### src/rtl/seg7_if.sv
// Bus between the display-formatting logic (master) and the 7-segment scan driver (slave).
// Inputs to the driver are shadowed at frame boundaries; outputs go straight to board pins.
interface seg7_if #(
  parameter int NUM_DIGITS = 4,
  parameter int PWM_BITS   = 4
);
  logic [7*NUM_DIGITS-1:0] digits_in;
  logic [NUM_DIGITS-1:0]   dp_in;
  logic [NUM_DIGITS-1:0]   blank_in;
  logic [NUM_DIGITS-1:0]   blink_in;
  logic [PWM_BITS-1:0]     brightness;
  logic [6:0]              seg;
  logic                    dp;
  logic [NUM_DIGITS-1:0]   an;
  logic                    frame_start;

  modport master (
    output digits_in, dp_in, blank_in, blink_in, brightness,
    input  seg, dp, an, frame_start
  );

  modport slave (
    input  digits_in, dp_in, blank_in, blink_in, brightness,
    output seg, dp, an, frame_start
  );
endinterface

### src/rtl/seg7_scan.sv
// N-digit multiplexed 7-segment driver with dead time, PWM dimming, blink and
// frame-boundary shadow latching of the digit data.
module seg7_scan #(
  parameter int NUM_DIGITS    = 4,
  parameter int REFRESH_COUNT = 100000,
  parameter int BLANK_CYCLES  = 1000,
  parameter int PWM_BITS      = 4,
  parameter int BLINK_FRAMES  = 125
) (
  input  logic  clk,
  input  logic  rst,
  seg7_if.slave bus
);
  localparam int CNT_W = (REFRESH_COUNT > 1) ? $clog2(REFRESH_COUNT) : 1;
  localparam int SEL_W = $clog2(NUM_DIGITS);
  localparam int BLK_W = (BLINK_FRAMES > 1) ? $clog2(BLINK_FRAMES) : 1;

  localparam logic [CNT_W-1:0] CNT_LAST  = CNT_W'(REFRESH_COUNT - 1);
  localparam logic [CNT_W-1:0] CNT_BLANK = CNT_W'(BLANK_CYCLES);
  localparam logic [SEL_W-1:0] SEL_LAST  = SEL_W'(NUM_DIGITS - 1);
  localparam logic [BLK_W-1:0] BLK_LAST  = BLK_W'(BLINK_FRAMES - 1);

  logic [CNT_W-1:0]            cnt;
  logic [CNT_W-1:0]            cnt_next;
  logic [SEL_W-1:0]            sel;
  logic [PWM_BITS-1:0]         pwm_cnt;
  logic [BLK_W-1:0]            blink_cnt;
  logic                        blink_phase;
  logic                        slot_end;
  logic                        frame_end;
  logic                        frame_pend_p0;
  logic [NUM_DIGITS-1:0][6:0]  shadow_digits;
  logic [NUM_DIGITS-1:0]       shadow_dp;
  logic [NUM_DIGITS-1:0]       shadow_blank;
  logic [NUM_DIGITS-1:0]       shadow_blink;

  function automatic logic digit_lit(
    input logic                blank,
    input logic                blink,
    input logic                phase,
    input logic [PWM_BITS-1:0] pwm,
    input logic [PWM_BITS-1:0] duty
  );
    return !blank && !(blink && phase) && (pwm <= duty);
  endfunction

  function automatic logic [NUM_DIGITS-1:0] anode_sel_low(input logic [SEL_W-1:0] idx);
    return ~(NUM_DIGITS'(1) << idx);
  endfunction

  assign slot_end  = (cnt == CNT_LAST);
  assign frame_end = slot_end && (sel == SEL_LAST);
  assign cnt_next  = slot_end ? '0 : cnt + 1'b1;

  // Stage p0: slot/frame timing, blink phase and shadow capture.
  // frame_start is delayed one cycle so it coincides with the first slot-0 output.
  always_ff @(posedge clk or posedge rst) begin
    if (rst) begin
      cnt             <= '0;
      sel             <= '0;
      pwm_cnt         <= '0;
      blink_cnt       <= '0;
      blink_phase     <= 1'b0;
      frame_pend_p0   <= 1'b0;
      bus.frame_start <= 1'b0;
      shadow_digits   <= '1;
      shadow_dp       <= '0;
      shadow_blank    <= '1;
      shadow_blink    <= '0;
    end else begin
      cnt             <= cnt_next;
      pwm_cnt         <= (cnt_next == CNT_BLANK) ? '0 : pwm_cnt + 1'b1;
      frame_pend_p0   <= frame_end;
      bus.frame_start <= frame_pend_p0;
      if (slot_end) begin
        sel <= (sel == SEL_LAST) ? '0 : sel + 1'b1;
      end
      if (frame_end) begin
        shadow_digits <= bus.digits_in;
        shadow_dp     <= bus.dp_in;
        shadow_blank  <= bus.blank_in;
        shadow_blink  <= bus.blink_in;
        if (blink_cnt == BLK_LAST) begin
          blink_cnt   <= '0;
          blink_phase <= ~blink_phase;
        end else begin
          blink_cnt <= blink_cnt + 1'b1;
        end
      end
    end
  end

  // Stage p1: registered pin drivers; dark during dead time, PWM off-phase or suppression.
  always_ff @(posedge clk or posedge rst) begin
    if (rst) begin
      bus.an  <= '1;
      bus.seg <= 7'h7F;
      bus.dp  <= 1'b1;
    end else if ((cnt >= CNT_BLANK) &&
                 digit_lit(shadow_blank[sel], shadow_blink[sel], blink_phase,
                           pwm_cnt, bus.brightness)) begin
      bus.an  <= anode_sel_low(sel);
      bus.seg <= shadow_digits[sel];
      bus.dp  <= ~shadow_dp[sel];
    end else begin
      bus.an  <= '1;
      bus.seg <= 7'h7F;
      bus.dp  <= 1'b1;
    end
  end
endmodule

### src/flat_wrapper.sv
// flat-port wrapper written by rule: the top's interface ports become plain ports
module seg7_scan_flat 
#(
  parameter int NUM_DIGITS    = 4,
  parameter int REFRESH_COUNT = 100000,
  parameter int BLANK_CYCLES  = 1000,
  parameter int PWM_BITS      = 4,
  parameter int BLINK_FRAMES  = 125
)
  (clk, rst, bus_digits_in, bus_dp_in, bus_blank_in, bus_blink_in, bus_brightness, bus_seg, bus_dp, bus_an, bus_frame_start);
  seg7_if #(.NUM_DIGITS(NUM_DIGITS), .PWM_BITS(PWM_BITS)) bus_i ();
  input  logic clk;
  input  logic rst;
  input wire logic [$bits(bus_i.digits_in)-1:0] bus_digits_in;
  input wire logic [$bits(bus_i.dp_in)-1:0] bus_dp_in;
  input wire logic [$bits(bus_i.blank_in)-1:0] bus_blank_in;
  input wire logic [$bits(bus_i.blink_in)-1:0] bus_blink_in;
  input wire logic [$bits(bus_i.brightness)-1:0] bus_brightness;
  output wire logic [$bits(bus_i.seg)-1:0] bus_seg;
  output wire logic [$bits(bus_i.dp)-1:0] bus_dp;
  output wire logic [$bits(bus_i.an)-1:0] bus_an;
  output wire logic [$bits(bus_i.frame_start)-1:0] bus_frame_start;
  assign bus_i.digits_in = bus_digits_in;
  assign bus_i.dp_in = bus_dp_in;
  assign bus_i.blank_in = bus_blank_in;
  assign bus_i.blink_in = bus_blink_in;
  assign bus_i.brightness = bus_brightness;
  assign bus_seg = bus_i.seg;
  assign bus_dp = bus_i.dp;
  assign bus_an = bus_i.an;
  assign bus_frame_start = bus_i.frame_start;
  seg7_scan #(.NUM_DIGITS(NUM_DIGITS), .REFRESH_COUNT(REFRESH_COUNT), .BLANK_CYCLES(BLANK_CYCLES), .PWM_BITS(PWM_BITS), .BLINK_FRAMES(BLINK_FRAMES)) u_core (.clk(clk), .rst(rst), .bus(bus_i));
endmodule
### config.mk
export PLATFORM = sky130hd
export DESIGN_NAME = seg7_scan_flat
export DESIGN_NICKNAME = d
export VERILOG_FILES = /design/src/rtl/seg7_if.sv /design/src/rtl/seg7_scan.sv /design/src/flat_wrapper.sv
export SDC_FILE = /design/constraint.sdc
export NUM_CORES = 1
export LEC_CHECK = 0
export ABC_AREA = 1
export BUFFER_PORTS_ARGS = -buffer_cell sky130_fd_sc_hd__buf_2
export CELL_PAD_IN_SITES_DETAIL_PLACEMENT = 1
export CELL_PAD_IN_SITES_GLOBAL_PLACEMENT = 1
export CORE_ASPECT_RATIO = 1.1
export CORE_MARGIN = 2
export CORE_UTILIZATION = 36
export DETAILED_ROUTE_END_ITERATION = 10
export GPL_ROUTABILITY_DRIVEN = 1
export HOLD_SLACK_MARGIN = 0.15
export PLACE_DENSITY = 0.77
export REMOVE_ABC_BUFFERS = 1
export SYNTH_ARGS = -nofsm -noshare
export SYNTH_HDL_FRONTEND = slang
export SYNTH_SLANG_ARGS = --single-unit
### constraint.sdc
create_clock -name clk -period 4 [get_ports clk]
set_clock_uncertainty 0.15 [all_clocks]
set_input_delay 0.6 -clock clk [delete_from_list [all_inputs] [get_ports clk]]
set_output_delay 0.6 -clock clk [all_outputs]
set_load 0.05 [all_outputs]
== Yosys cells after proc, flatten, opt, wreduce, memory -nomap -nowiden ==
Index checks and enable logic that the tools add are counted.

* Bitwise gates (word level): 3
* Add/sub/neg operators: 4
* Reduce and logical (&&, ||, !) cells: 8
* Equality and inequality tests: 4
* Multiplexer cells: 15
* $lt $le $gt $ge: 3
* Shift-type cells: 1

{| class="wikitable"
|+ Operators with widths
! operator !! count
|-
| $mux 7 || 3
|-
| $add 17x1->17 const B || 1
|-
| $eq 17x10->1 const B || 1
|-
| $eq 17x17->1 const B || 1
|-
| $ge 17x10->1 const B || 1
|-
| $mux 17 || 1
|-
| $bmux 7 s2 || 1
|-
| $mux 4 || 2
|-
| $add 7x1->7 const B || 1
|-
| $eq 7x7->1 const B || 1
|-
| $bmux 1 s2 || 3
|-
| $logic_and 1x1->1 || 5
|-
| $add 4x1->4 const B || 1
|-
| $le 4x4->1 || 1
|-
| $mux 1 || 4
|-
| $not 4->4 || 1
|-
| $shl 1x2->4 const A || 1
|-
| $lt 2x3->1 const B || 1
|-
| $add 2x1->2 const B || 1
|-
| $eq 2x2->1 const B || 1
|-
| $logic_not 1->1 || 2
|-
| $mux 2 || 1
|-
| $not 1->1 || 2
|-
| $reduce_and 2->1 || 1
|}

* Logic and storage cells: 55
* Output and inout bits: 13
* Flip-flop bits (word level): 85

== Longest topological paths before layout ==
Gate-level depths: netlist of the first run.

* Depth in word-level cells: 8
* Depth in mapped cells: 13

== Worst setup path after synthesis of the first run ==
No wires, ideal clock.

* Path kind: input to register
* From: in bus_brightness[1]
* To: reg u_core.bus.an[0]
* Stages: 9
* Arrival: 1,603 ps
* Library setup time: 78 ps
* Data required time: 3,772 ps
* Buffers on the path: 1
* Setup slack: 2,169 ps
* Path through: inv_1 ha_1 inv_1 nor2_1 o21ai_0 a32o_1 and3_1 buf_4 nand2_1

* Longest elaborated chain between the ends: 4

{| class="wikitable"
|+ RTL lines
! item !! line !! source
|-
| from (decl) || flat_wrapper.sv:18 || <nowiki>input wire logic [$bits(bus_i.brightness)-1:0] bus_brightness;</nowiki>
|-
| $le 4x4->1 || seg7_scan.sv:44 || <nowiki>return !blank && !(blink && phase) && (pwm <= duty);</nowiki>
|-
| $logic_and 1x1->1 || seg7_scan.sv:44 ||
|-
| $logic_and 1x1->1 || seg7_scan.sv:99 || <nowiki>end else if ((cnt >= CNT_BLANK) &&</nowiki>
|-
| $mux 4 || seg7_scan.sv:99 ||
|-
| to (signal assigned) || seg7_scan.sv:102 || <nowiki>bus.an <= anode_sel_low(sel);</nowiki>
|-
| to (decl) || seg7_if.sv:24 || <nowiki>output seg, dp, an, frame_start</nowiki>
|}

No other way between the ends.
A chain may end at the register's enable or synchronous reset.

== Worst setup path in the final report of the first run ==
* From: reg u_core.sel[0]
* To: reg u_core.blink_phase

* Longest elaborated chain between the ends: 3

{| class="wikitable"
|+ RTL lines
! item !! line !! source
|-
| from (decl) || seg7_scan.sv:25 || <nowiki>logic [SEL_W-1:0] sel;</nowiki>
|-
| from (signal assigned) || seg7_scan.sv:76 || <nowiki>sel <= (sel == SEL_LAST) ? '0 : sel + 1'b1;</nowiki>
|-
| $eq 2x2->1 || seg7_scan.sv:52 || <nowiki>assign frame_end = slot_end && (sel == SEL_LAST);</nowiki>
|-
| $logic_and 1x1->1 || seg7_scan.sv:52 ||
|-
| $reduce_and 2->1 (no source line) || -- ||
|-
| to (signal assigned) || seg7_scan.sv:85 || <nowiki>blink_phase <= ~blink_phase;</nowiki>
|-
| to (decl) || seg7_scan.sv:28 || <nowiki>logic blink_phase;</nowiki>
|}

No other way between the ends.

==> results.cfg, run 1 <==
[sta]
setup_ws_ns = 1.12
post-route-period-util_pct = 72.1
fin_crit_ns = 2.88
tightestPinTransition_ns = 0.925
grt_setup_unrepaired = false
tns_ns = 0
hold_viol = 0
slew-limit-headroom_pct = 38.4
finalMaxSlewViolations = 0
setup_viol = 0
clock.fmax_mhz = 347

[placed_design]
place.gp.congestion = 0.870
dpl.hpwl_um = 7900
dp_slack_ns = 1.07
portBuffers = 58

[critical_path]
critical_path_buf_inv_count = 2
worst_ep_arrival_time_ns = 2.99
max_stage_delay_ns = 0.94
crit_type = reg2reg
crit_fanout = 34
worstPathCellList = ha_1 > inv_1 > nor2_4 > inv_2 > nor2_2 > xor2_1
end_kind = flop
crit_required_ns = 4.11
path_delay_family = flip-flops
slowest_stage = dfrtp_1
startpoint_type = flop

[power]
power_density_mw_per_mm2 = 334
vdd_drop_max_uv = 140
power.leakage_nw = 2.57
power.total_mw = 1.65

[route]
drc = 0
ant_nets = 0
routed_wirelength_um = 10700
drtPass1Iterations = 4
dr_total_vias = 3593
viasPerCell = 4.80
drtIter0Drc = 101
wire_per_inst_um = 14.3

[logic_synthesis]
syn_area_per_cell_um2 = 7.99
postSynthCellCount = 538
synth.distinct_cells = 30
synth_top_area_share_pct = 26.9
yosys.area.top_type = dfstp_2
synth-main-ff-cell = dfstp_2
seq_area_frac_synth_pct = 50.8
synth_edf_count = 0
synthesis.area_mm2 = 0.00430
ys_warn_count = 0
async_flop_share_pct = 100
ys_seq_elements = 85
ys_top_cells_by_area = dfstp_2 (27%), dfrtp_1 (24%), nand2_1 (15%)

[grt]
overflow = 0
grt_max_degree = 51
grt_antenna_before_repair = 0
grt_pass1_wl_um = 18200
first_global_vias = 3845
gr-usage-all-layers_pct = 18.1

[clocking]
postCtsHoldBufs = 0
cts_max_level = 3
cts.sinks = 85
cts-root-buf = clkbuf_16
tritoncts = done
postCtsSetupRepairBufs = 0
cts.path.max_buffers = 2
cts_made_buffers = 9
cts_resized = 0
clk_latency_ns = 0.34
clkTransAtPathRegs_ns = 0.06

[floorplanning]
die_y_um = 119
core_region_area_mm2 = 0.0115
initial_core_util_pct = 37.2
die_w_um = 108
rows = 41
design.die.area_mm2 = 0.0128
io_pins = 59

[worst_hold_path]
hp-class = reg2reg

[final_layout]
fin_nets = 653
area_growth_syn_to_layout_pct = 15.3
utilization_pct = 42.9
antenna_cells = 0
drive_gt1_share_pct = 23.4

[job]
cap_violations = 0

[outcome]
status = finished, final reports clean
area by class of cell:
| cell class | count | area (um^2) |
|---|---|---|
| repair buffers | 61 | 313 |
| well taps | 150 | 188 |
| inverters | 78 | 294 |
| multi-input cells | 359 | 1720 |
| flip-flops and latches | 85 | 2180 |
| clock buffers | 12 | 236 |
| fillers | 1472 | 6590 |
| clock inverters | 4 | 22.5 |
registers in the layout, indices dropped and copies added (netlist names):
name,cells
u_core.shadow_digits,28
u_core.frame_pend_p0,1
u_core.blink_phase,1
u_core.sel,2
u_core.cnt,17
u_core.pwm_cnt,4
u_core.bus.frame_start,1
u_core.blink_cnt,7
u_core.bus.seg,7
u_core.shadow_dp,4
u_core.shadow_blink,4
u_core.shadow_blank,4
u_core.bus.an,4
u_core.bus.dp,1
final timing paths:
kind	start	end	slack, ns	cells after the start
worst max register to register	u_core.sel[0]$_DFFE_PP0N_	u_core.blink_phase$_DFFE_PP0P_	1.12	6
min in group asynchronous	rst	u_core.bus.frame_start$_DFF_PP0_	0.29	2
max in group asynchronous	rst	u_core.shadow_digits[27]$_DFFE_PP1P_	2.56	3
worst max-delay path	u_core.sel[0]$_DFFE_PP0N_	u_core.blink_phase$_DFFE_PP0P_	1.12	6
worst min-delay path	u_core.frame_pend_p0$_DFF_PP0_	u_core.bus.frame_start$_DFF_PP0_	0.20	0
worst min register to register	u_core.frame_pend_p0$_DFF_PP0_	u_core.bus.frame_start$_DFF_PP0_	0.20	0
cells in the mapped netlist (3+ instances only):
library cell	number
nand3_1	22
nor2_1	47
ha_1	13
nand2_2	4
nand4_1	10
dfstp_2	44
nand2_1	170
a21oi_1	15
dfrtp_1	41
xor2_1	5
nor2_2	6
clkbuf_1	4
inv_2	4
buf_6	4
o21ai_0	51
nor2_4	3
inv_1	74
buf_2	7
through the flow:
| step | instance area (um^2) | instances | hold WS [ns] |
|---|---|---|---|
| 2_1_floorplan | 4200 | 522 | 0.181 |
| 3_3_place_gp | 4700 | 733 | 0.182 |
| 3_5_place_dp | 4700 | 733 | 0.193 |
| 4_1_cts | 4960 | 749 | 0.206 |
| 5_1_grt | 4960 | 749 | 0.208 |
| 6_report | 4960 | 749 | 0.203 |
cells in the final DEF, fill, tap and decap left out, types with 13 or more instances in the layout:
cell     instances
dfrtp_1         41
nor2_1          47
dfstp_2         44
inv_1           73
ha_1            13
o21ai_0         51
buf_2           58
a21oi_1         15
nand2_1        170
nand3_1         22
power breakdown:
part,leakage (nW),switching (mW),internal (mW)
sequential,0.976,0,0.862
combinational,1.46,0.0264,0.0182
clock,0.131,0.328,0.420
total,2.57,0.354,1.30
cell families (layout without fill, tap and decap cells):
group,Yosys count,count (layout),share of synthesized area (%)
fa+ha+maj,13,13,3.78
buf+inv,94,155,9.20
xor+xnor,6,6,1.22
flops,85,85,50.8
simple gates,269,269,26.5
compound gates,71,71,8.50
worst reg2reg max path: stages (launching register included):
cell	delay, ns
dfrtp_1	0.94
ha_1	0.33
inv_1	0.09
nor2_4	0.47
inv_2	0.41
nor2_2	0.24
xor2_1	0.16
routing by layer:
metal  share of wire, %  routed length, um  GRT usage [%]
met1                 45               4840           22.1
met2                 51               5450           32.3
met3                2.4                261           2.92
met4                1.2                132           5.29
met5                  0                  0              0
Note: power is estimated with default switching activity, not from simulation.
==> run 2: changes to the inputs <==
- PLACE_DENSITY: 0.77 -> 0.8
- clock period: 4 -> 2.6 ns (I/O delays scaled with it)
==> results.cfg, run 2 (synthesis gave the netlist of run 1 again) <==
[final_layout]
largest_reg_flops = 28
fin_nets = 699
area_growth_syn_to_layout_pct = 26.9
antenna_cells = 0
top_register = u_core.shadow_digits
utilization_pct = 47.3
reg_top3 = u_core.shadow_digits: 28 flops, u_core.cnt: 17 flops
layout_commonest_cell = nand2_1
drive_gt1_share_pct = 22.8
mostFrequentLayoutCells = nand2_1 (170), inv_1 (73), buf_2 (58), o21ai_0 (51), nor2_1 (47)

[sta]
setup_viol = 0
post-route-period-util_pct = 88.5
slew-limit-headroom_pct = 58.2
setup_ws_ns = 0.298
tns_ns = 0
fin_crit_ns = 2.30
clock.fmax_mhz = 434
tightestPinTransition_ns = 0.626
finalMaxSlewViolations = 0
grt_setup_unrepaired = false
hold_viol = 0
hold_slack_ns = 0.204

[route]
wire_per_inst_um = 15.6
drtPass1Iterations = 4
drc = 0
viasPerCell = 4.91
routed_wirelength_um = 12400
drtIter0Drc = 161
dr_total_vias = 3901
ant_nets = 0

[power]
power_density_mw_per_mm2 = 500
switching_share_pct = 21.2
p_switching_uw = 579
p_clk_share_pct = 46.9
p_seq_share_pct = 48.6
power_frac_comb_pct = 4.5
internal_power_mw = 2.15
vdd_drop_max_uv = 268
power.leakage_nw = 2.79

[job]
cap_violations = 0

[grt]
gr-usage-met3_pct = 3.75
first_global_vias = 4357
grt_pass1_wl_um = 20900
grt_antenna_before_repair = 0
globalRouteMet1Util_pct = 24.4
overflow = 0
grt_max_degree = 68
grt-busiest-layer = met2
grtUsageMet2_pct = 38.4
gr-usage-all-layers_pct = 20.8

[floorplanning]
core_region_area_mm2 = 0.0115
die_w_um = 108
io_pins = 59
die_y_um = 119
rows = 41
design.die.area_mm2 = 0.0128
initial_core_util_pct = 37.2

[critical_path]
crit_type = reg2reg
ff2ff_setup_slack_ns = 0.30
worstPathCellList = ha_1 > inv_1 > nor2_4 > buf_4 > buf_4 > nand2_1 > nand2_1
critical_path_buf_inv_count = 3
crit_required_ns = 2.74
max_stage_delay_ns = 0.67
end_kind = flop
reg2reg_to = u_core.shadow_digits[23]$_DFFE_PP1P_
worst_ep_arrival_time_ns = 2.44
slowest_stage = dfrtp_1
path_delay_family = buffers and inverters
startpoint_type = flop
r2r_cells = 7
worstReg2RegStart = u_core.sel[0]$_DFFE_PP0N_
crit_fanout = 35

[worst_hold_path]
min_to = u_core.bus.frame_start$_DFF_PP0_
hp-start = u_core.frame_pend_p0$_DFF_PP0_
holdPathStages = 0
hp-class = reg2reg

[clocking]
clk_latency_ns = 0.34
cts_max_level = 3
cts_made_buffers = 9
cts.path.max_buffers = 2
cts.sinks = 85
clkTransAtPathRegs_ns = 0.06
cts-root-buf = clkbuf_16
tritoncts = done

[placed_design]
dpl.hpwl_um = 8110
portBuffers = 58
place.gp.congestion = 0.880
dp_slack_ns = 0.359

[outcome]
status = finished, final reports clean
## run 2: cell count changes in the layout (fill, tap and decap cells not counted)
cell | previous run | this run
clkinv_2 | 3 | 1
clkbuf_1 | 3 | 1
dlygate4sd3_1 | 0 | 41
clkbuf_8 | 0 | 4
buf_12 | 0 | 1
buf_4 | 3 | 7
## run 2: routing by layer
metal	vias to the layer above	routed length [um]
met5	-	0
met4	0	217
met3	21	377
met2	80	6600
met1	1927	5170
li1	1873	-
## run 2: power by group through the flow
| stage | Sequential, mW | Combinational, mW | Clock (mW) |
|---|---|---|---|
| 2_1_floorplan | 1.35 | 0.0233 | 0 |
| 3_3_place_gp | 1.35 | 0.0700 | 0 |
| 3_5_place_dp | 1.35 | 0.0721 | 0 |
| 4_1_cts | 1.33 | 0.119 | 1.32 |
| 5_1_grt | 1.33 | 0.134 | 1.36 |
| 6_report | 1.33 | 0.122 | 1.28 |
## run 2: how the worst max path moves through the flow
stage               depth (start not counted)                              endpoint                 startpoint
global placement                           10       u_core.shadow_dp[1]$_DFFE_PP0P_    u_core.cnt[1]$_DFF_PP0_
CTS                                         7  u_core.shadow_digits[12]$_DFFE_PP1P_  u_core.sel[0]$_DFFE_PP0N_
finish                                      7  u_core.shadow_digits[23]$_DFFE_PP1P_  u_core.sel[0]$_DFFE_PP0N_
floorplan                                   1       u_core.blink_cnt[0]$_DFFE_PP0P_                        rst
detailed placement                         11  u_core.shadow_digits[12]$_DFFE_PP1P_    u_core.cnt[1]$_DFF_PP0_
global route                                7  u_core.shadow_digits[12]$_DFFE_PP1P_  u_core.sel[0]$_DFFE_PP0N_
## run 2: cell type report
type | count | area, um^2
inverter | 78 | 294
fill | 1407 | 6090
timing repair buffer | 107 | 773
sequential | 85 | 2180
clock inverter | 2 | 12.5
multi-input combinational | 359 | 1720
clock buffer | 14 | 284
tap | 150 | 188
## run 2: timing repair
item,4_1_cts,5_1_grt
resized for setup,0,0
setup buffers,0,0
hold buffers,41,0
endpoints found under the setup margin,0,0
hold endpoints to repair,58,0
## run 2: worst register-to-register path: cells and delay by family, from the launching register on
family,cells,cell delay (ns)
fa+ha+maj,1,0.29
buf+inv,3,0.74
flops,1,0.67
simple gates,3,0.40
## run 2: through the flow
stage	power, mW	std cells	area, um^2
floorplan	1.37	522	4200
global placement	1.42	738	4750
detailed placement	1.42	738	4750
CTS	2.76	795	5450
global route	2.82	795	5450
finish	2.73	795	5450
